==> src/rtl/hazard_ctrl.sv <==
// Hazard/forwarding control for the 5-stage MIPS pipeline, plus MD busy counter.
// Ports: clk, reset (sync, active-low); D-stage sources/Tuse and D/E, E/M, M/W
// A1/A2/A3/Tnew in; stall, FwdD1/FwdD2/FwdE1/FwdE2/FwdM2, md_busy out.
// Optional stats (macro HAZ_STATS_EN): stats_clr in, stall_cnt/md_stall_cnt out.
module hazard_ctrl #(
    parameter int MULT_CYCLES = 5,
    parameter int DIV_CYCLES  = 10,
    parameter int CNT_W       = 4
) (
    input  logic       clk,
    input  logic       reset,
    input  logic [4:0] D_A1,
    input  logic [4:0] D_A2,
    input  logic [1:0] D_Tuse1,
    input  logic [1:0] D_Tuse2,
    input  logic       D_isMD,
    input  logic       E_mdStart,
    input  logic       E_mdIsDiv,
    input  logic [4:0] DEA1,
    input  logic [4:0] DEA2,
    input  logic [4:0] DEA3,
    input  logic [1:0] DETnew,
    input  logic [4:0] EMA2,
    input  logic [4:0] EMA3,
    input  logic [1:0] EMTnew,
    input  logic [4:0] MWA3,
    input  logic [1:0] MWTnew,
    input  logic       ExcClr,
    output logic       stall,
    output logic [1:0] FwdD1,
    output logic [1:0] FwdD2,
    output logic [1:0] FwdE1,
    output logic [1:0] FwdE2,
    output logic [1:0] FwdM2,
    output logic       md_busy
`ifdef HAZ_STATS_EN
    ,
    input  logic        stats_clr,
    output logic [31:0] stall_cnt,
    output logic [31:0] md_stall_cnt
`endif
);

    localparam logic [CNT_W-1:0] MULT_LD = CNT_W'(MULT_CYCLES);
    localparam logic [CNT_W-1:0] DIV_LD  = CNT_W'(DIV_CYCLES);

    logic [CNT_W-1:0] md_cnt;
    logic             stall_rs;
    logic             stall_rt;
    logic             stall_md;

    // An exception flush never cancels a running mult/div.
    logic unused_exc;
    assign unused_exc = ExcClr;

    // Register 0 is hardwired, so it never creates a dependency.
    function automatic logic hit(input logic [4:0] src,
                                 input logic [4:0] dst);
        return (src == dst) && (dst != 5'd0);
    endfunction

    // Nearest matching stage wins; a match that is not ready yet
    // blocks farther stages and leaves the select at 0.
    function automatic logic [1:0] pick(
        input logic e_hit, input logic e_rdy,
        input logic m_hit, input logic m_rdy,
        input logic w_hit, input logic w_rdy
    );
        logic [1:0] sel;
        sel = 2'd0;
        if (e_hit) begin
            if (e_rdy) sel = 2'd1;
        end else if (m_hit) begin
            if (m_rdy) sel = 2'd2;
        end else if (w_hit) begin
            if (w_rdy) sel = 2'd3;
        end
        return sel;
    endfunction

    always_ff @(posedge clk) begin
        if (!reset) begin
            md_cnt <= '0;
        end else begin
            unique case (1'b1)
                (E_mdStart && md_cnt == '0):
                    md_cnt <= E_mdIsDiv ? DIV_LD : MULT_LD;
                (md_cnt != '0):
                    md_cnt <= md_cnt - 1'b1;
                default:
                    md_cnt <= md_cnt;
            endcase
        end
    end

    assign md_busy = (md_cnt != '0);

    always_comb begin
        stall_rs = (hit(D_A1, DEA3) && (D_Tuse1 < DETnew))
                 || (hit(D_A1, EMA3) && (D_Tuse1 < EMTnew));
        stall_rt = (hit(D_A2, DEA3) && (D_Tuse2 < DETnew))
                 || (hit(D_A2, EMA3) && (D_Tuse2 < EMTnew));
        stall_md = D_isMD && (E_mdStart || md_busy);
        stall    = stall_rs || stall_rt || stall_md;
    end

    always_comb begin
        FwdD1 = pick(hit(D_A1, DEA3), DETnew == 2'd0,
                     hit(D_A1, EMA3), EMTnew == 2'd0,
                     hit(D_A1, MWA3), MWTnew == 2'd0);
        FwdD2 = pick(hit(D_A2, DEA3), DETnew == 2'd0,
                     hit(D_A2, EMA3), EMTnew == 2'd0,
                     hit(D_A2, MWA3), MWTnew == 2'd0);
        FwdE1 = pick(1'b0, 1'b0,
                     hit(DEA1, EMA3), EMTnew == 2'd0,
                     hit(DEA1, MWA3), MWTnew == 2'd0);
        FwdE2 = pick(1'b0, 1'b0,
                     hit(DEA2, EMA3), EMTnew == 2'd0,
                     hit(DEA2, MWA3), MWTnew == 2'd0);
        FwdM2 = pick(1'b0, 1'b0,
                     1'b0, 1'b0,
                     hit(EMA2, MWA3), MWTnew == 2'd0);
    end

`ifdef HAZ_STATS_EN
    always_ff @(posedge clk) begin
        if (!reset || stats_clr) begin
            stall_cnt    <= '0;
            md_stall_cnt <= '0;
        end else begin
            if (stall)    stall_cnt    <= stall_cnt + 32'd1;
            if (stall_md) md_stall_cnt <= md_stall_cnt + 32'd1;
        end
    end
`endif

endmodule

==> config.mk <==
export PLATFORM = sky130hd
export DESIGN_NAME = hazard_ctrl
export DESIGN_NICKNAME = d
export VERILOG_FILES = /design/src/rtl/hazard_ctrl.sv
export SDC_FILE = /design/constraint.sdc
export NUM_CORES = 1
export LEC_CHECK = 0
export BUFFER_PORTS_ARGS = -buffer_cell sky130_fd_sc_hd__buf_4
export CAP_MARGIN = 20
export CORE_ASPECT_RATIO = 1.2
export CORE_UTILIZATION = 48
export DETAILED_ROUTE_END_ITERATION = 10
export GPL_TIMING_DRIVEN = 0
export PLACE_DENSITY = 0.89
export SYNTH_ARGS = -nofsm -noshare
export SYNTH_HDL_FRONTEND = slang
export SYNTH_SLANG_ARGS = --single-unit
==> constraint.sdc <==
create_clock -name clk -period 3.3 [get_ports clk]
set_input_delay 0.495 -clock clk [delete_from_list [all_inputs] [get_ports clk]]
set_output_delay 0.495 -clock clk [all_outputs]
set_load 0.02 [all_outputs]
==> impl_metrics.yaml, run 1 <==
run_status:
  status: "finished clean"
pwr:
  p_int_w: 0.000277
  p_switching_w: 0.000212
  pwr-share-seq: 0.194
  power_frac_comb: 0.686
  leakagePower_nw: 0.751
  power_density_mw_per_mm2: 296
  switching_share: 0.433
  ir_worst_vdd_mv: 0.251
  clkPwrFrac: 0.119
final_layout:
  largest_register: "md_cnt"
  drive_above_1_share: 0.344
  instances_no_fill: 246
  largest_reg_flops: 4
  diodes: 0
  syn_to_final_growth_pct: 41.1
  finalNetCount: 279
  reg_top3: "md_cnt (4)"
timing:
  period_needed_ns: 2.73
  post-route-period-util: 0.826
  fmax_mhz: 367
  hold_viol_final: 0
  setup_viol: 0
  max_slew_margin: 0.602
  finalMaxSlewViolations: 0
  rsz0062_at_grt: "false"
  fin_setup_tns_ns: 0
  fin_skew_ns: 0.00238
  tightest_slew_ns: 0.592
cts:
  cts_setup_buffers: 0
  clockBufferDepth: 2
  clk_pin_slew_ns: 0.03
  clk-insertion-delay-late_ns: 0.23
  clock-root-buffer: "clkbuf_4"
  h-tree-depth: 1
  cts.sinks: 4
  cts_hold_buffers: 0
  cts_tree: "yes"
  cts_buffers: 3
  cts_resized: 0
synth:
  synth.largest_area_cell: "xnor2_1"
  synth.net_count: 218
  synth_edf_count: 0
  async_flop_share: 0
  yosysUniqueCellTypes: 32
  yosysMostFrequentCell: "xnor2_1"
  syn_area_mm2: 0.00117
  syn_inst: 156
  yosys-top-cells-count: "29 x xnor2_1, 27 x xor2_1, 11 x nand2_1, 9 x nand3_1"
  synthTopCellsByArea: "xnor2_1 22%, xor2_1 20%, dfxtp_1 6.8%, ha_1 6.4%, nor4_1 4.3%"
  synth_top_area_frac: 0.217
  ys_warn_count: 0
  synth.ff_latch_count: 4
  yosys_most_used_dff: "dfxtp_1"
  ys_seq_area_frac: 0.0684
  syn_avg_cell_area_um2: 7.51
setup_path:
  path_cells: "buf_6 > or4_4 > nor2_4 > nor4_2 > or4_4 > mux2i_1 > buf_4"
  cp-end-kind: "output pin"
  startpoint_type: "primary input"
  critPathRequiredTime_ns: 2.80
  max_stage_delay_ns: 0.54
  critPathSlowestCell: "or4_4"
  arrival_ns: 2.23
  path_max_fanout: 5
  timing_worst_setup_path_type: "primary input to output pin"
  crit_top_cell: "or4_4"
  rr_worst_depth: 7
global_route:
  grt_pass1_wl_um: 4790
  met2_usage: 0.460
  grt_pass1_vias: 1274
  antenna_found_initial: 0
  overflow: 0
  grtUsageMet1: 0.241
  top_usage_layer: "met2"
  grt_max_degree: 9
  use_met3: 0.0227
  grt_usage: 0.238
placement:
  io_buffer_count: 56
  dpl.hpwl_um: 2630
  dp.cells: 243
  gp_congestion: 0.837
flow_run:
  cap_violations: 0
floorplan:
  die_w_um: 47.1
  start_util: 0.508
  die_area_mm2: 0.00264
  io_pins: 68
  dieHeight_um: 56.1
  core_mm2: 0.00231
  rows: 19
drt:
  vias: 1273
  wire_per_inst_um: 12.2
  antenna_left: 0
  wl_um: 2990
  avgViaCountPerCell: 5.17
  first_iter_violations: 35
  drc: 0
  dr.pass1.iters: 4
worst_hold_path:
  worst_hold_path.num_cells: 2
  hold_path.class: "primary input to register"
per-stage QoR:
stage          setup slack (ns)  utilization  cell area [µm²]  power, W  hold slack [ns]
6_report                  0.573        0.717             1650  0.000489            0.501
5_1_grt                   0.437        0.717             1650  0.000539            0.507
4_1_cts                   0.582        0.717             1650  0.000494            0.497
3_5_place_dp              0.582        0.707             1630  0.000428            0.510
3_3_place_gp              0.591        0.707             1630  0.000417            0.460
2_1_floorplan             0.412            -             1170  0.000311            0.435
critical path: cells and delay by family:
kind	cells	cell delay, ns
mux	1	0.17
buf+inv	2	0.28
simple gates	4	1.27
layout by cell type (no fill, tap or decap), types with 2 or more instances in the layout:
cell / synthesis / layout
a21oi_1: 8 / 8
or4_4: 2 / 2
buf_4: 4 / 60
buf_2: 4 / 4
xnor2_1: 29 / 29
nor3_1: 3 / 3
inv_1: 5 / 5
a21o_1: 2 / 2
o21ai_0: 3 / 3
nand3_1: 9 / 9
xor2_1: 27 / 27
or4_1: 4 / 4
buf_6: 2 / 2
nand2_1: 11 / 11
dfxtp_1: 4 / 4
mux2i_1: 2 / 2
nand2b_1: 4 / 4
nor4_1: 8 / 8
ha_1: 6 / 6
nor2_1: 7 / 7
clkbuf_4: 0 / 3
metal layers:
layer	part of all wire	vias up	routed length [µm]
li1	-	648	-
met1	0.40	579	1190
met2	0.56	46	1680
met3	0.043	0	130
met4	0	0	0
met5	0	-	0
logic make-up after synthesis:
family                   share of synthesized area
AO/OA/AOI/OAI                               0.0908
multiplexers                                0.0171
flip-flops                                  0.0684
buffers and inverters                       0.0812
AND/OR/NAND/NOR                              0.260
adder cells (fa/ha/maj)                     0.0641
XOR/XNOR                                     0.419
final cells by class:
| cell class | count | area [µm²] |
|---|---|---|
| Buffer | 11 | 76.3 |
| Clock buffer | 3 | 22.5 |
| Timing Repair Buffer | 56 | 420 |
| Tap cell | 31 | 38.8 |
| Inverter | 5 | 18.8 |
| Multi-Input combinational cell | 136 | 996 |
| Fill cell | 215 | 653 |
| Sequential cell | 4 | 80.1 |
path summary, 6_finish.rpt:
kind,startpoint,to,slack (ns)
max,EMA3[1],FwdD2[0],0.57
max reg2reg,md_cnt[0],md_cnt[3],1.90
min reg2reg,md_cnt[3],md_cnt[3],0.50
min,reset,md_cnt[0],0.50
power groups by stage:
stage	registers (W)	clock network, W	logic (W)
2_1_floorplan	0.0000884	0	0.000222
3_3_place_gp	0.0000925	0	0.000325
3_5_place_dp	0.0000940	0	0.000334
4_1_cts	0.0000947	0.0000616	0.000338
5_1_grt	0.0000974	0.0000647	0.000377
6_report	0.0000950	0.0000583	0.000336
No activity file was read; power rests on OpenSTA's default activity.
==> run 2: changes to the inputs <==
CORE_UTILIZATION = 40   (was 48)
PLACE_DENSITY = 0.79   (was 0.89)
clock period = 2.25 ns   (was 3.3 ns; I/O delays follow)
==> run 2 against run 1 <==
Compared with the run above: the run now ends with negative setup slack left; combinational power up 54%; non-clock buffer count grew 4; clock power increased by 49%; sequential power grew 43%; largest cell class unchanged.
==> impl_metrics.yaml, run 2 (synthesis gave the netlist of run 1 again) <==
run_status:
  status: "complete, but fails checks"
  violations: "negative setup slack"
final_layout:
  largest_register: "md_cnt"
  drive_above_1_share: 0.416
  instances_no_fill: 253
  final_common_cell: "buf_4"
  reg_top3: "md_cnt (4)"
  finalNetCount: 283
  largest_reg_flops: 4
  diodes: 0
  syn_to_final_growth_pct: 56.8
  layout_common_cells: "64 x buf_4, 29 x xnor2_1, 27 x xor2_1"
drt:
  first_iter_violations: 31
  vias: 1272
  wire_per_inst_um: 12.3
  met2_length_um: 1720
  routed.top_layer: "met4"
  dr_wl_met3_um: 138
  antenna_left: 0
  drc: 0
  avgViaCountPerCell: 5.03
  drt-met1-wl_um: 1250
  dr.pass1.iters: 4
  wl_um: 3120
setup_path:
  cp-end-kind: "output pin"
  critPathSlowestCell: "or4_4"
  arrival_ns: 2.02
  max_stage_delay_ns: 0.53
  critPathRequiredTime_ns: 1.91
  cp.buffers_inverters: 2
  startpoint_type: "primary input"
  path_cells: "buf_12 > or4_4 > nor2_4 > nor4_4 > or4_4 > a21oi_4 > buf_6"
  crit_top_cell: "or4_4"
  timing_worst_setup_path_type: "primary input to output pin"
  path_max_fanout: 3
  crit_family: "simple AND/OR/NAND/NOR gates"
timing:
  setup_viol: 2
  rsz0062_at_grt: "true"
  max_slew_margin: 0.548
  finalMaxSlewViolations: 0
  fin_skew_ns: 0.000132
  post-route-period-util: 1.05
  hold_viol_final: 0
  fmax_mhz: 425
  setup_ws_ns: -0.105
  period_needed_ns: 2.35
  tightest_slew_ns: 0.673
cts:
  clock-root-buffer: "clkbuf_4"
  cts.sinks: 4
  clk-insertion-delay-late_ns: 0.23
  clk_pin_slew_ns: 0.04
  clockBufferDepth: 2
  cts_tree: "yes"
  cts_buffers: 3
  cts_hold_buffers: 0
  h-tree-depth: 1
floorplan:
  rows: 21
  die_w_um: 51.4
  io_pins: 68
  start_util: 0.420
  core_mm2: 0.00279
  dieHeight_um: 61.3
  die_area_mm2: 0.00315
placement:
  dpl.hpwl_um: 2620
  dp.cells: 246
  place_ws_ns: -0.153
  gp_congestion: 0.744
  io_buffer_count: 56
flow_run:
  cap_violations: 0
global_route:
  overflow: 0
  grt_pass1_wl_um: 5060
  grt_usage: 0.206
  grt_pass1_vias: 1197
  grt_max_degree: 9
  antenna_found_initial: 0
pwr:
  leakagePower_nw: 0.801
  power_density_mw_per_mm2: 402
  ir_worst_vdd_mv: 0.347
worst_hold_path:
  hold_path.class: "primary input to register"
run 2: per-layer routing:
metal	vias up	track usage
li1	656	-
met4	0	0.0193
met5	-	0
met3	2	0.0321
met1	580	0.231
met2	34	0.419
run 2: final timing paths:
kind / start / end / slack (ns) / cells after the start
worst max-delay path: EMA3[1] / FwdD2[1] / -0.10 / 7
worst min register to register: md_cnt[3] / md_cnt[3] / 0.46 / 1
worst min-delay path: reset / md_cnt[0] / 0.35 / 2
worst max register to register: md_cnt[0] / md_cnt[0] / 0.87 / 6
run 2: cell type report:
| class | instances | area, µm² |
|---|---|---|
| inverters | 5 | 18.8 |
| clock buffers | 3 | 22.5 |
| repair buffers | 60 | 462 |
| flip-flops and latches | 4 | 80.1 |
| multi-input cells | 136 | 1100 |
| well taps | 34 | 42.5 |
| fillers | 264 | 948 |
| plain buffers | 11 | 109 |
run 2: power by group:
group / internal [W] / total, W / switching (W)
combinational: 0.000256 / 0.000516 / 0.000260
clock: 0.0000595 / 0.0000867 / 0.0000272
sequential: 0.000105 / 0.000136 / 0.0000307
run 2: timing repair:
action / CTS / global route
endpoints found under the setup margin: 7 / 6
hold endpoints to repair: 0 / 0
pin swaps: 2 / 1
gates resized for setup: 4 / 12
buffers inserted: 1 / 3
run 2: metrics by stage:
| stage | TNS (ns) | power [W] | utilization | area [µm²] | hold slack [ns] |
|---|---|---|---|---|---|
| after floorplan | -0.106 | 0.000468 | - | 1240 | 0.435 |
| after global placement | -0.628 | 0.000628 | 0.613 | 1710 | 0.463 |
| after detailed placement | -0.623 | 0.000635 | 0.613 | 1710 | 0.466 |
| after CTS | -0.178 | 0.000727 | 0.630 | 1750 | 0.346 |
| after global routing | -0.319 | 0.000818 | 0.659 | 1840 | 0.357 |
| final | -0.199 | 0.000738 | 0.659 | 1840 | 0.346 |
